[src/rtl/umtrx_tx_dac_mux.sv]
// UmTRX TX DAC mux: per-channel sample FIFOs with prime/run/underrun sequencing
// that feed strobe-paced, registered DAC words.

module umtrx_tx_dac_chan #(
    parameter int DAC_WIDTH  = 12,
    parameter int DEPTH_LOG2 = 2
) (
    input  logic                 clk,
    input  logic                 rst,
    input  logic                 en,
    input  logic                 run,
    input  logic                 swap,
    input  logic                 neg,
    input  logic                 clr,
    input  logic                 dac_stb,
    input  logic [31:0]          in_tdata,
    input  logic                 in_tvalid,
    output logic                 in_tready,
    output logic [DAC_WIDTH-1:0] dac_i,
    output logic [DAC_WIDTH-1:0] dac_q,
    output logic                 underflow,
    output logic [15:0]          uflow_count
);
    localparam int DEPTH = 1 << DEPTH_LOG2;
    localparam logic [DEPTH_LOG2:0] FULL_CNT = (DEPTH_LOG2+1)'(DEPTH);

    typedef enum logic [1:0] {IDLE, PRIME, RUN, UNDERRUN} state_t;

    state_t                state_q, state_d;
    logic [31:0]           mem_q [DEPTH];
    logic [DEPTH_LOG2-1:0] wr_ptr_q, wr_ptr_d, rd_ptr_q, rd_ptr_d;
    logic [DEPTH_LOG2:0]   cnt_q, cnt_d;
    logic [DAC_WIDTH-1:0]  dac_i_q, dac_i_d, dac_q_q, dac_q_d;
    logic                  uf_q, uf_d;
    logic [15:0]           ucnt_q, ucnt_d;
    logic [31:0]           head;
    logic [15:0]           q_src, s_i, s_q;
    logic                  kill, full, empty, push, pop;

    assign kill      = !(run && en);
    assign full      = (cnt_q == FULL_CNT);
    assign empty     = (cnt_q == '0);
    assign in_tready = !full && (state_q != IDLE);
    assign push      = in_tvalid && in_tready;
    assign pop       = dac_stb && (state_q == RUN) && !empty;
    assign head      = mem_q[rd_ptr_q];

    // Negate acts on the incoming Q field, then swap exchanges the lanes.
    always_comb begin
        q_src = head[15:0];
        if (neg) q_src = (head[15:0] == 16'h8000) ? 16'h7FFF : 16'd0 - head[15:0];
        s_i = swap ? q_src : head[31:16];
        s_q = swap ? head[31:16] : q_src;
    end

    always_comb begin
        state_d  = state_q;
        wr_ptr_d = wr_ptr_q;
        rd_ptr_d = rd_ptr_q;
        cnt_d    = cnt_q;
        dac_i_d  = dac_i_q;
        dac_q_d  = dac_q_q;
        uf_d     = dac_stb && (state_q == RUN) && empty;
        ucnt_d   = ucnt_q;
        if (uf_d && ucnt_q != 16'hFFFF) ucnt_d = ucnt_q + 16'd1;
        if (clr) ucnt_d = '0;
        if (dac_stb) begin
            dac_i_d = pop ? DAC_WIDTH'(s_i >> (16 - DAC_WIDTH)) : '0;
            dac_q_d = pop ? DAC_WIDTH'(s_q >> (16 - DAC_WIDTH)) : '0;
        end
        if (push) wr_ptr_d = wr_ptr_q + DEPTH_LOG2'(1);
        if (pop)  rd_ptr_d = rd_ptr_q + DEPTH_LOG2'(1);
        case ({push, pop})
            2'b10:   cnt_d = cnt_q + (DEPTH_LOG2+1)'(1);
            2'b01:   cnt_d = cnt_q - (DEPTH_LOG2+1)'(1);
            default: ;
        endcase
        case (state_q)
            IDLE:     state_d = PRIME;
            PRIME:    if (full) state_d = RUN;
            RUN:      if (uf_d) state_d = UNDERRUN;
            UNDERRUN: state_d = PRIME;
            default:  state_d = IDLE;
        endcase
        // Dropping run or enable flushes the FIFO on the same edge.
        if (kill) begin
            state_d  = IDLE;
            wr_ptr_d = '0;
            rd_ptr_d = '0;
            cnt_d    = '0;
        end
    end

    always_ff @(posedge clk or posedge rst) begin
        if (rst) begin
            state_q  <= IDLE;
            wr_ptr_q <= '0;
            rd_ptr_q <= '0;
            cnt_q    <= '0;
            dac_i_q  <= '0;
            dac_q_q  <= '0;
            uf_q     <= 1'b0;
            ucnt_q   <= '0;
        end else begin
            state_q  <= state_d;
            wr_ptr_q <= wr_ptr_d;
            rd_ptr_q <= rd_ptr_d;
            cnt_q    <= cnt_d;
            dac_i_q  <= dac_i_d;
            dac_q_q  <= dac_q_d;
            uf_q     <= uf_d;
            ucnt_q   <= ucnt_d;
        end
    end

    always_ff @(posedge clk) begin
        if (push) mem_q[wr_ptr_q] <= in_tdata;
    end

    assign dac_i       = dac_i_q;
    assign dac_q       = dac_q_q;
    assign underflow   = uf_q;
    assign uflow_count = ucnt_q;
endmodule

module umtrx_tx_dac_mux #(
    parameter int NCHAN      = 2,
    parameter int DAC_WIDTH  = 12,
    parameter int DEPTH_LOG2 = 2,
    parameter int BASE       = 0
) (
    input  logic                       clk,
    input  logic                       rst,
    input  logic                       set_stb,
    input  logic [7:0]                 set_addr,
    input  logic [31:0]                set_data,
    input  logic [NCHAN*32-1:0]        in_tdata,
    input  logic [NCHAN-1:0]           in_tvalid,
    output logic [NCHAN-1:0]           in_tready,
    input  logic [NCHAN-1:0]           run,
    input  logic                       dac_stb,
    output logic [NCHAN*DAC_WIDTH-1:0] dac_i,
    output logic [NCHAN*DAC_WIDTH-1:0] dac_q,
    output logic                       dac_valid,
    output logic [NCHAN-1:0]           underflow,
    output logic [NCHAN*16-1:0]        uflow_count
);
    localparam logic [7:0] ADDR_CTRL = 8'(BASE);
    localparam logic [7:0] ADDR_CLR  = 8'(BASE + 1);

    logic [NCHAN-1:0] en_q;
    logic             swap_q, neg_q, dac_valid_q;
    logic             clr;
    logic             unused_set_bits;

    assign clr             = set_stb && (set_addr == ADDR_CLR);
    assign unused_set_bits = ^{set_data[31:10], set_data[7:0]};

    always_ff @(posedge clk or posedge rst) begin
        if (rst) begin
            en_q        <= '0;
            swap_q      <= 1'b0;
            neg_q       <= 1'b0;
            dac_valid_q <= 1'b0;
        end else begin
            dac_valid_q <= dac_stb;
            if (set_stb && set_addr == ADDR_CTRL) begin
                en_q   <= set_data[NCHAN-1:0];
                swap_q <= set_data[8];
                neg_q  <= set_data[9];
            end
        end
    end

    assign dac_valid = dac_valid_q;

    for (genvar n = 0; n < NCHAN; n++) begin : g_chan
        umtrx_tx_dac_chan #(
            .DAC_WIDTH (DAC_WIDTH),
            .DEPTH_LOG2(DEPTH_LOG2)
        ) u_chan (
            .clk        (clk),
            .rst        (rst),
            .en         (en_q[n]),
            .run        (run[n]),
            .swap       (swap_q),
            .neg        (neg_q),
            .clr        (clr),
            .dac_stb    (dac_stb),
            .in_tdata   (in_tdata[32*n +: 32]),
            .in_tvalid  (in_tvalid[n]),
            .in_tready  (in_tready[n]),
            .dac_i      (dac_i[DAC_WIDTH*n +: DAC_WIDTH]),
            .dac_q      (dac_q[DAC_WIDTH*n +: DAC_WIDTH]),
            .underflow  (underflow[n]),
            .uflow_count(uflow_count[16*n +: 16])
        );
    end
endmodule

[config.mk]
export PLATFORM = sky130hd
export DESIGN_NAME = umtrx_tx_dac_mux
export DESIGN_NICKNAME = d
export VERILOG_FILES = /design/src/rtl/umtrx_tx_dac_mux.sv
export SDC_FILE = /design/constraint.sdc
export NUM_CORES = 1
export LEC_CHECK = 0
export ABC_AREA = 1
export BUFFER_PORTS_ARGS = -buffer_cell sky130_fd_sc_hd__buf_4
export CORE_MARGIN = 2
export CORE_UTILIZATION = 45
export CTS_CLUSTER_SIZE = 10
export DETAILED_ROUTE_END_ITERATION = 7
export SLEW_MARGIN = 20
export SYNTH_ARGS = -nofsm -noshare
export SYNTH_HDL_FRONTEND = slang
export SYNTH_SLANG_ARGS = --single-unit
[constraint.sdc]
create_clock -name clk -period 4.65 [get_ports clk]
set_input_delay 0.93 -clock clk [delete_from_list [all_inputs] [get_ports clk]]
set_output_delay 0.93 -clock clk [all_outputs]
set_load 0.005 [all_outputs]
==> results.cfg, run 1 <==
[routing]
drcViolationCount = 0
wl_per_cell_um = 16.7
ant_nets = 0
drt_wl_total_um = 35100
firstDrtPassIters = 4
vias_per_cell = 5.14
vias = 10815
first_iter_violations = 595

[timing]
fin_skew_ns = 0.0223
timing.setup.tns_ns = 0
setup_viol = 0
period_needed_ns = 2.72
slew_violations = 0
rsz0062_at_grt = no
fmax_ghz = 0.368
worstMarginPinSlew_ns = 0.989
final-hold-violation-count = 0
period_share_pct = 58.5
maxSlewHeadroom_pct = 33.9

[cts]
cts_sinks = 329
cts_root_buffer = clkbuf_16
cts_resized = 0
htreeDepth = 2
cts_buffer_depth = 3
cts_setup_buffers = 0
holdBufCountCts = 0
path_clk_slew_ns = 0.06
cts_buffers = 40
tritoncts = done
clock_latency_ns = 0.53

[worst_hold_path]
hp-class = reg -> reg

[cells_and_area]
area_growth_pct = 18.7
multi_input_area_mm2 = 0.00467
nets = 1773
fin_area_mm2 = 0.0175
diodes = 0
instances_no_fill = 2106
fillCellCount = 2961
regArea_mm2 = 0.00935
drive_gt1_share_pct = 15.9

[worst_setup_path]
path_max_fanout = 32
crit_type = reg -> reg
setup.worst_path.end_class = flop
critical_path_arrival_ns = 3.11
crit_required_ns = 5.04
critPathLaunchType = flop

[grt]
grt_pass1_vias = 10223
antenna_found_initial = 0
grt_pass1_wl_um = 55000
grt_usage_pct = 20.8
grt_max_degree = 53
grt_remaining_overflow = 0

[floorplan]
dieArea_mm2 = 0.0343
row_count = 66
coreArea_mm2 = 0.0325
die_h_um = 185
die_w_um = 185
floorplan.initialDensity_pct = 45.5
ioPinCount = 197

[yosys]
netlist-cell-type-count = 40
ys_seq_area_share_pct = 63.4
ys_ff_latch = 329
ys.flop_type = edfxtp_1
syn-num-nets = 1612
postSynthCellCount = 1478
synth_edf_count = 224
async_reset_ff_share_pct = 31.9
syn-cell-area_mm2 = 0.0148
yosysWarnings = 0
postSynthAreaPerCell_um2 = 9.99

[placed_design]
place_area_mm2 = 0.0163
port_buffers = 160
dp_hpwl_um = 22800
place_inst = 2039
place_congestion = 0.887

[pwr]
ir_worst_vdd_mv = 0.278
p_per_area_mw_per_mm2 = 354
p_leak_uw = 0.00760

[job]
max-cap-violations = 0

[status]
outcome = completed
worst max-delay path: stages, from the launching register on:
cell     delay [ns]
dfrtp_1        0.35
buf_4          0.22
inv_2          0.52
nor2_1         0.08
nand3_1        0.11
nand3_1        0.09
nand2_1        0.19
inv_1          0.12
nand2_2        0.10
inv_2          0.05
nand3_4        0.15
nand3_1        0.19
o21ai_0        0.30
nand2_1        0.08
stage by stage:
stage,hold slack (ns),power [µW],util (%),setup WS [ns]
4_1_cts,0.483,6280,54.0,1.90
3_3_place_gp,0.466,3450,50.4,1.71
2_1_floorplan,0.472,3330,-,0.959
6_report,0.477,6210,54.0,1.93
5_1_grt,0.501,6430,54.0,1.63
3_5_place_dp,0.467,3460,50.4,1.74
routing by layer:
metal / part of all wire, % / global-route usage (%) / vias up
met2: 45 / 32.7 / 291
li1: - / - / 5331
met3: 6.6 / 4.40 / 46
met1: 47 / 29.6 / 5147
met4: 1.6 / 5.21 / 0
met5: 0 / 0 / -
cells in the mapped netlist, types with 3 or more instances:
cell	instances	area (µm²)
nand2_1	417	1570
edfxtp_1	224	6730
nor2_1	153	574
nand3_1	127	636
dfrtp_1	105	2630
inv_1	102	383
o21ai_0	77	385
a21oi_1	59	295
clkbuf_1	30	113
nand4_1	28	175
ha_1	20	250
o22ai_1	16	100
a32o_1	12	120
nor3_1	12	60.1
buf_2	11	55.1
buf_6	11	124
nand2_2	8	50.1
buf_4	7	52.6
inv_2	6	22.5
nor4_1	6	37.5
xor2_1	6	52.6
nor2_2	5	31.3
xnor2_1	4	35.0
a22oi_1	3	22.5
buf_1	3	11.3
nand3b_1	3	22.5
nor3_2	3	30.0
o21a_1	3	22.5
final timing paths:
path	start	to	slack (ns)	depth (start not counted)
worst max-delay path	g_chan[0].u_chan.rd_ptr_q[1]	g_chan[0].u_chan.dac_i[4]	1.93	13
worst min-delay path	g_chan[0].u_chan.dac_q[11]	g_chan[0].u_chan.dac_q[11]	0.48	2
worst max register to register	g_chan[0].u_chan.rd_ptr_q[1]	g_chan[0].u_chan.dac_i[4]	1.93	13
worst min register to register	g_chan[0].u_chan.dac_q[11]	g_chan[0].u_chan.dac_q[11]	0.48	2
max in group asynchronous	rst	g_chan[1].u_chan.dac_i[7]	3.25	3
min in group asynchronous	rst	dac_valid	0.51	2
registers in the layout (all words and copies together) (netlist names), 2 cells and up:
signal,cells
g_chan.u_chan.uflow_count,32
g_chan.u_chan.rd_ptr_q,4
g_chan.u_chan.dac_i,24
g_chan.u_chan.state_q,4
g_chan.u_chan.underflow,2
g_chan.u_chan.dac_q,24
g_chan.u_chan.mem_q,224
g_chan.u_chan.wr_ptr_q,4
g_chan.u_chan.cnt_q,6
en_q,2
cell families after synthesis:
| family | Yosys count | synth area share [%] |
|---|---|---|
| AOI/OAI and AO/OA | 177 | 6.77 |
| DFF | 329 | 63.4 |
| muxes | 2 | 0.153 |
| adders and majority gates | 22 | 1.97 |
| buffers and inverters | 171 | 5.18 |
| xor gates and xnor gates | 10 | 0.593 |
| and+or+nand+nor | 767 | 22.0 |
cells in the final DEF (no fill, tap or decap), types with 8 or more instances in the layout:
master / instances
buf_4: 181
nor3_1: 12
nor2_2: 11
nor2_1: 145
a21oi_1: 59
nand3_1: 127
a32o_1: 12
edfxtp_1: 224
nand2_1: 417
clkbuf_16: 41
clkbuf_1: 21
o22ai_1: 16
nand4_1: 28
o21ai_0: 77
inv_1: 101
dfrtp_1: 105
nand2_2: 8
ha_1: 20
where the power goes:
| part | switching (µW) | internal, µW | leakage [µW] |
|---|---|---|---|
| combinational | 137 | 88.7 | 0.00365 |
| sequential | 15.0 | 3160 | 0.00339 |
| clock | 1110 | 1700 | 0.000565 |
| total | 1270 | 4940 | 0.00760 |
final cells by class:
class                           count  area share, %
Timing Repair Buffer              181           7.75
Multi-Input combinational cell    978           26.7
Inverter                          109           2.35
Sequential cell                   329           53.4
Clock buffer                       63           6.38
Clock inverter                      4          0.321
Tap cell                          442           3.16
Note: power is estimated with default switching activity, not from simulation.
==> run 2: changes to the inputs <==
- ABC_AREA: 1 -> 0
- PLACE_DENSITY: unset -> 0.68
- clock period: 4.65 -> 2.2 ns (I/O delays scaled with it)
==> run 2 against run 1 <==
Compared with the run above:
- the run now ends with setup timing left
- first-iteration DRC count rose by 11%
- flip-flop and latch count did not move
- utilization rose by 6.3 points
- power increased by 110%
- cell count fell by 23%
- via count fell by 18%
==> results.cfg, run 2 <==
[status]
violations = setup timing
outcome = finished, violations left

[yosys]
synth_edf_count = 224
syn-cell-area_mm2 = 0.0139
postSynthAreaPerCell_um2 = 15.2
netlist_top_cells_count = 224 x edfxtp_1, 105 x dfrtp_1, 77 x nor2_1
ys_ff_latch = 329
postSynthCellCount = 916
async_reset_ff_share_pct = 31.9
synth_top_cell_by_area = edfxtp_1
ys.flop_type = edfxtp_1
yosysWarnings = 0
netlist-cell-type-count = 66
synthTopCellsByArea = edfxtp_1 48%, dfrtp_1 19%, mux4_2 6.0%
synth_top_area_share_pct = 48.3
yosysMostFrequentCell = edfxtp_1
ys_seq_area_share_pct = 67.2
syn-num-nets = 1050

[timing]
fmax_ghz = 0.376
period_needed_ns = 2.66
worst_slack_ns = -0.457
fin_skew_ns = 0.0182
worstMarginPinSlew_ns = 0.630
rsz0062_at_grt = yes
final-hold-violation-count = 0
period_share_pct = 121
setup_viol = 49
maxSlewHeadroom_pct = 58.0
slew_violations = 0

[worst_setup_path]
cp_common_cell = or3_4
critPathLaunchType = flop
critical-path-top-delay-family = compound AO/OA/AOI/OAI gates
cp_slowest_stage_delay_ns = 0.59
path_buf_inv = 0
crit_required_ns = 2.64
crit_chain = mux4_1 > or3_4 > a211o_1 > or3_4 > o21ai_4 > o221ai_1 > o21ai_1
setup.worst_path.end_class = flop
crit_type = reg -> reg
critical_path_arrival_ns = 3.09
critPathSlowestCell = mux4_1
path_max_fanout = 6

[floorplan]
dieArea_mm2 = 0.0324
die_w_um = 180
row_count = 64
die_h_um = 180
coreArea_mm2 = 0.0305
floorplan.initialDensity_pct = 45.6
ioPinCount = 197

[cells_and_area]
nets = 1339
regArea_mm2 = 0.00936
multi_input_area_mm2 = 0.00481
diodes = 0
area_growth_pct = 32.0
fin_area_mm2 = 0.0184
drive_gt1_share_pct = 39.2
fillCellCount = 2262
top_register = g_chan.u_chan.mem_q
instances_no_fill = 1630
largest_register_ffs = 224
final_util_pct = 60.2
final_common_cell = buf_4
final_cell_mix = 259 x buf_4, 224 x edfxtp_1, 102 x dfrtp_1

[cts]
cts_sinks = 329
cts_buffer_depth = 3
cts_buffers = 39
htreeDepth = 2
tritoncts = done
cts_root_buffer = clkbuf_16
clock_latency_ns = 0.52
path_clk_slew_ns = 0.05

[routing]
vias_per_cell = 5.45
wl_per_cell_um = 19.7
drcViolationCount = 0
firstDrtPassIters = 5
vias = 8881
first_iter_violations = 663
ant_nets = 0
drt_wl_total_um = 32100

[placed_design]
port_buffers = 160
place_area_mm2 = 0.0165
place_congestion = 0.834
dp_hpwl_um = 21000
place_inst = 1536

[worst_hold_path]
hp-class = in -> async

[job]
max-cap-violations = 0

[grt]
grt_usage_pct = 19.8
grt_pass1_vias = 9001
antenna_found_initial = 0
grt_remaining_overflow = 0
grt_max_degree = 106
grt_pass1_wl_um = 50500

[pwr]
p_leak_uw = 0.00706
ir_worst_vdd_mv = 0.652
p_per_area_mw_per_mm2 = 699
-- run 2: cell count changes in the layout (fill, tap and decap cells not counted), moves of 30 or more --
cell     before  now
o21ai_0      77   20
buf_4       181  259
xor2_1        6   36
inv_1       101   29
nand3_1     127   12
and3_1        0   31
nand2_1     417   27
a21oi_1      59    7
nor2_1      145   71
mux4_2        0   40
-- run 2: layout make-up --
class | instances | area share, %
clock buffer | 66 | 6.02
clock inverter | 4 | 0.170
sequential | 329 | 50.9
timing repair buffer | 287 | 13.2
inverter | 39 | 0.830
tap | 396 | 2.70
multi-input combinational | 509 | 26.2
-- run 2: metrics by stage --
stage	hold slack [ns]	power [µW]	worst slack, ns	TNS [ns]
after floorplan	0.471	6950	-0.320	-8.58
after global placement	0.473	7180	-0.434	-14.25
after detailed placement	0.480	7190	-0.487	-15.98
after CTS	0.0912	13000	-0.446	-14.41
after global routing	0.0972	13300	-0.570	-20.06
final	0.0486	12900	-0.457	-14.89
-- run 2: power breakdown --
part | internal, µW | switching (µW)
registers | 6650 | 10.0
clock network | 3420 | 2330
logic | 191 | 255
total | 10300 | 2600
-- run 2: what timing repair did --
action,4_1_cts,5_1_grt
gates cloned,2,0
gates resized for setup,66,40
pin swaps,31,21
setup buffers,13,10
hold buffers,0,0
endpoints found under the setup margin,49,52
-- run 2: logic make-up after synthesis --
group	count (synthesis)	share of synthesized area (%)
compound gates	134	7.33
simple gates	235	8.62
xor+xnor	56	3.52
mux	62	8.88
fa+ha+maj	22	2.08
flops	329	67.2
buf+inv	78	2.41
-- run 2: final timing paths --
| path | start | cells past startpoint | slack [ns] | endpoint |
|---|---|---|---|---|
| worst max register to register | g_chan[0].u_chan.rd_ptr_q[0] | 7 | -0.46 | g_chan[0].u_chan.dac_q[2] |
| worst min-delay path | rst | 3 | 0.05 | g_chan[0].u_chan.uflow_count[9] |
| worst min register to register | g_chan[0].u_chan.dac_i[11] | 1 | 0.49 | g_chan[0].u_chan.dac_i[11] |
| worst max-delay path | g_chan[0].u_chan.rd_ptr_q[0] | 7 | -0.46 | g_chan[0].u_chan.dac_q[2] |
| min in group clk | in_tdata[30] | 1 | 0.12 | g_chan[0].u_chan.mem_q[0][30] |
| max in group asynchronous | rst | 3 | 1.61 | g_chan[1].u_chan.rd_ptr_q[0] |
-- run 2: metal layers --
metal | GRT usage [%] | up-vias | wire (µm)
li1 | - | 4085 | -
met1 | 28.1 | 4499 | 14200
met2 | 30.9 | 257 | 15300
met3 | 4.05 | 40 | 1910
met4 | 6.47 | 0 | 728
met5 | 0 | - | 0
-- run 2: worst reg2reg max path, cell delays in order (launching register included) --
cell	delay (ns)
dfrtp_2	0.43
mux4_1	0.60
or3_4	0.39
a211o_1	0.25
or3_4	0.37
o21ai_4	0.30
o221ai_1	0.15
o21ai_1	0.09
==> run 3: changes to the inputs <==
- BUFFER_PORTS_ARGS: -buffer_cell sky130_fd_sc_hd__buf_4 -> unset
- CAP_MARGIN: unset -> 20
- DONT_BUFFER_PORTS: unset -> 1
- PLACE_DENSITY: 0.68 -> unset
- SLEW_MARGIN: 20 -> unset
==> run 3 against run 2 <==
Compared with the run above:
- the flow still finishes with violations (setup timing)
- sequential share of layout area grew 1.2 points
- critical path depth is 4 higher
- non-clock buffer count shrank 96
- design area down 2.3%
- utilization decreased by 1.4 points
- sequential power about the same
- combinational power down 3%
- flip-flop and latch count stayed put
- fmax fell by 0.32%
- setup slack worse by 0.0086 ns
- cell count fell by 5.6%
- critical endpoint is now g_chan[0].u_chan.dac_q[8]
==> results.cfg, run 3 (same netlist as run 2, synthesis figures left out) <==
[status]
outcome = finished, violations left
violations = setup timing

[floorplan]
row_count = 64
dieArea_mm2 = 0.0324
die_h_um = 180
coreArea_mm2 = 0.0305
ioPinCount = 197
floorplan.initialDensity_pct = 45.6
die_w_um = 180

[timing]
timing.setup.tns_ns = -13.99
fmax_ghz = 0.375
worst_slack_ns = -0.465
final-hold-violation-count = 0
setup_viol = 49
rsz0062_at_grt = yes
period_share_pct = 121
maxSlewHeadroom_pct = 64.1
period_needed_ns = 2.67
fin_skew_ns = 0.0130
slew_violations = 0
worstMarginPinSlew_ns = 0.537

[placed_design]
place_congestion = 0.810
port_buffers = 0
place_ws_ns = -0.544
dp_hpwl_um = 20700
place_inst = 1375

[routing]
first_iter_violations = 598
vias = 8429
ant_nets = 0
vias_per_cell = 5.48
wl_per_cell_um = 20.6
drt_wl_total_um = 31700
drcViolationCount = 0
firstDrtPassIters = 4

[job]
max-cap-violations = 0

[cts]
cts_buffers = 40
cts_root_buffer = clkbuf_16
tritoncts = done
path_clk_slew_ns = 0.05
cts_sinks = 329
cts_buffer_depth = 3
htreeDepth = 2
clock_latency_ns = 0.53

[pwr]
ir_worst_vdd_mv = 0.575
p_clk_share_pct = 45.8
seq_power_share_pct = 50.9
switchingPower_uw = 2650
p_per_area_mw_per_mm2 = 728
p_int_uw = 10400
swShare_pct = 20.3
p_leak_uw = 0.00655
pwr-share-comb_pct = 3.3

[grt]
grt_pass1_vias = 8577
grt_remaining_overflow = 0
grt_max_degree = 49
antenna_found_initial = 1
grt_usage_pct = 19.5
grt_pass1_wl_um = 49600

[cells_and_area]
regArea_mm2 = 0.00936
nets = 1244
final_cell_mix = 224 x edfxtp_1, 102 x dfrtp_1, 93 x buf_4
final_common_cell = edfxtp_1
top_register = g_chan.u_chan.mem_q
drive_gt1_share_pct = 28.9
fillCellCount = 2366
multi_input_area_mm2 = 0.00486
instances_no_fill = 1539
largest_register_ffs = 224
area_growth_pct = 29.0

[worst_setup_path]
cp_slowest_stage_delay_ns = 0.49
crit_required_ns = 2.60
crit_type = reg -> reg
critPathSlowestCell = mux4_2
cp_common_cell = buf_4
path_max_fanout = 5
critical_path_arrival_ns = 3.06
critPathLaunchType = flop
crit_chain = buf_12 > mux4_2 > or3_4 > buf_4 > buf_6 > buf_4 > nor2_4 > nand2_4 > o311a_1 > a21oi_2 > o31ai_1
setup.worst_path.end_class = flop

[worst_hold_path]
hp-class = in -> reg
-- run 3: cell count changes in the layout (fill, tap and decap cells not counted), sizes merged --
cell and change:
buf -159, clkbuf +3, clkinv +2, diode +1
dlygate4sd3 +63, inv -1
-- run 3: path summary, 6_finish.rpt --
kind                                                   start                         endpoint  slack [ns]  cells past startpoint
worst max-delay path            g_chan[0].u_chan.rd_ptr_q[0]        g_chan[0].u_chan.dac_q[8]       -0.47                     11
min in group asynchronous                                rst  g_chan[1].u_chan.uflow_count[4]        0.37                      2
max in group asynchronous                                rst     g_chan[1].u_chan.rd_ptr_q[1]        1.25                      3
worst min register to register                       en_q[0]                          en_q[0]        0.50                      1
worst max register to register  g_chan[0].u_chan.rd_ptr_q[0]        g_chan[0].u_chan.dac_q[8]       -0.47                     11
worst min-delay path                                 dac_stb       g_chan[0].u_chan.dac_q[10]        0.02                      1
-- run 3: critical path, delay by kind of cell, from the launching register on --
kind,cells,cell delay [ns]
AOI/OAI and AO/OA,3,0.53
buffers and inverters,4,0.50
and+or+nand+nor,3,0.56
muxes,1,0.49
DFF,1,0.44
-- run 3: power by group through the flow --
stage	clock network, µW	logic [µW]	registers, µW
floorplan	0	171	6780
global placement	0	257	6780
detailed placement	0	259	6780
CTS	6140	385	6650
global route	6430	472	6650
finish	5990	431	6660
-- run 3: area by class of cell --
type	instances	share of cell area [%]
inverter	39	0.850
clock buffer	69	6.46
timing repair buffer	191	10.5
clock inverter	5	0.313
sequential	329	52.1
antenna	1	0.0139
multi-input combinational	509	27.0
tap	396	2.76
-- run 3: routing by layer --
metal,part of all wire (%),GRT usage [%],up-vias
li1,-,-,3896
met1,44,26.7,4245
met2,46,29.9,238
met3,7.5,6.14,50
met4,2.6,5.92,0
met5,0,0,-
-- run 3: per-stage QoR --
step	hold WS [ns]	power, µW	area [µm²]	utilization (%)
2_1_floorplan	0.471	6950	14100	-
3_3_place_gp	0.300	7030	15300	50.2
3_5_place_dp	0.301	7040	15300	50.2
4_1_cts	0.000381	13200	17500	57.3
5_1_grt	0.00187	13600	18000	58.9
6_report	0.0221	13100	18000	58.9
-- run 3: repair_timing --
action	in CTS	in global routing
buffers inserted	19	11
hold buffers	48	15
setup endpoints to repair	50	53
gates resized for setup	76	52
hold endpoints to repair	187	53
pin swaps	42	31
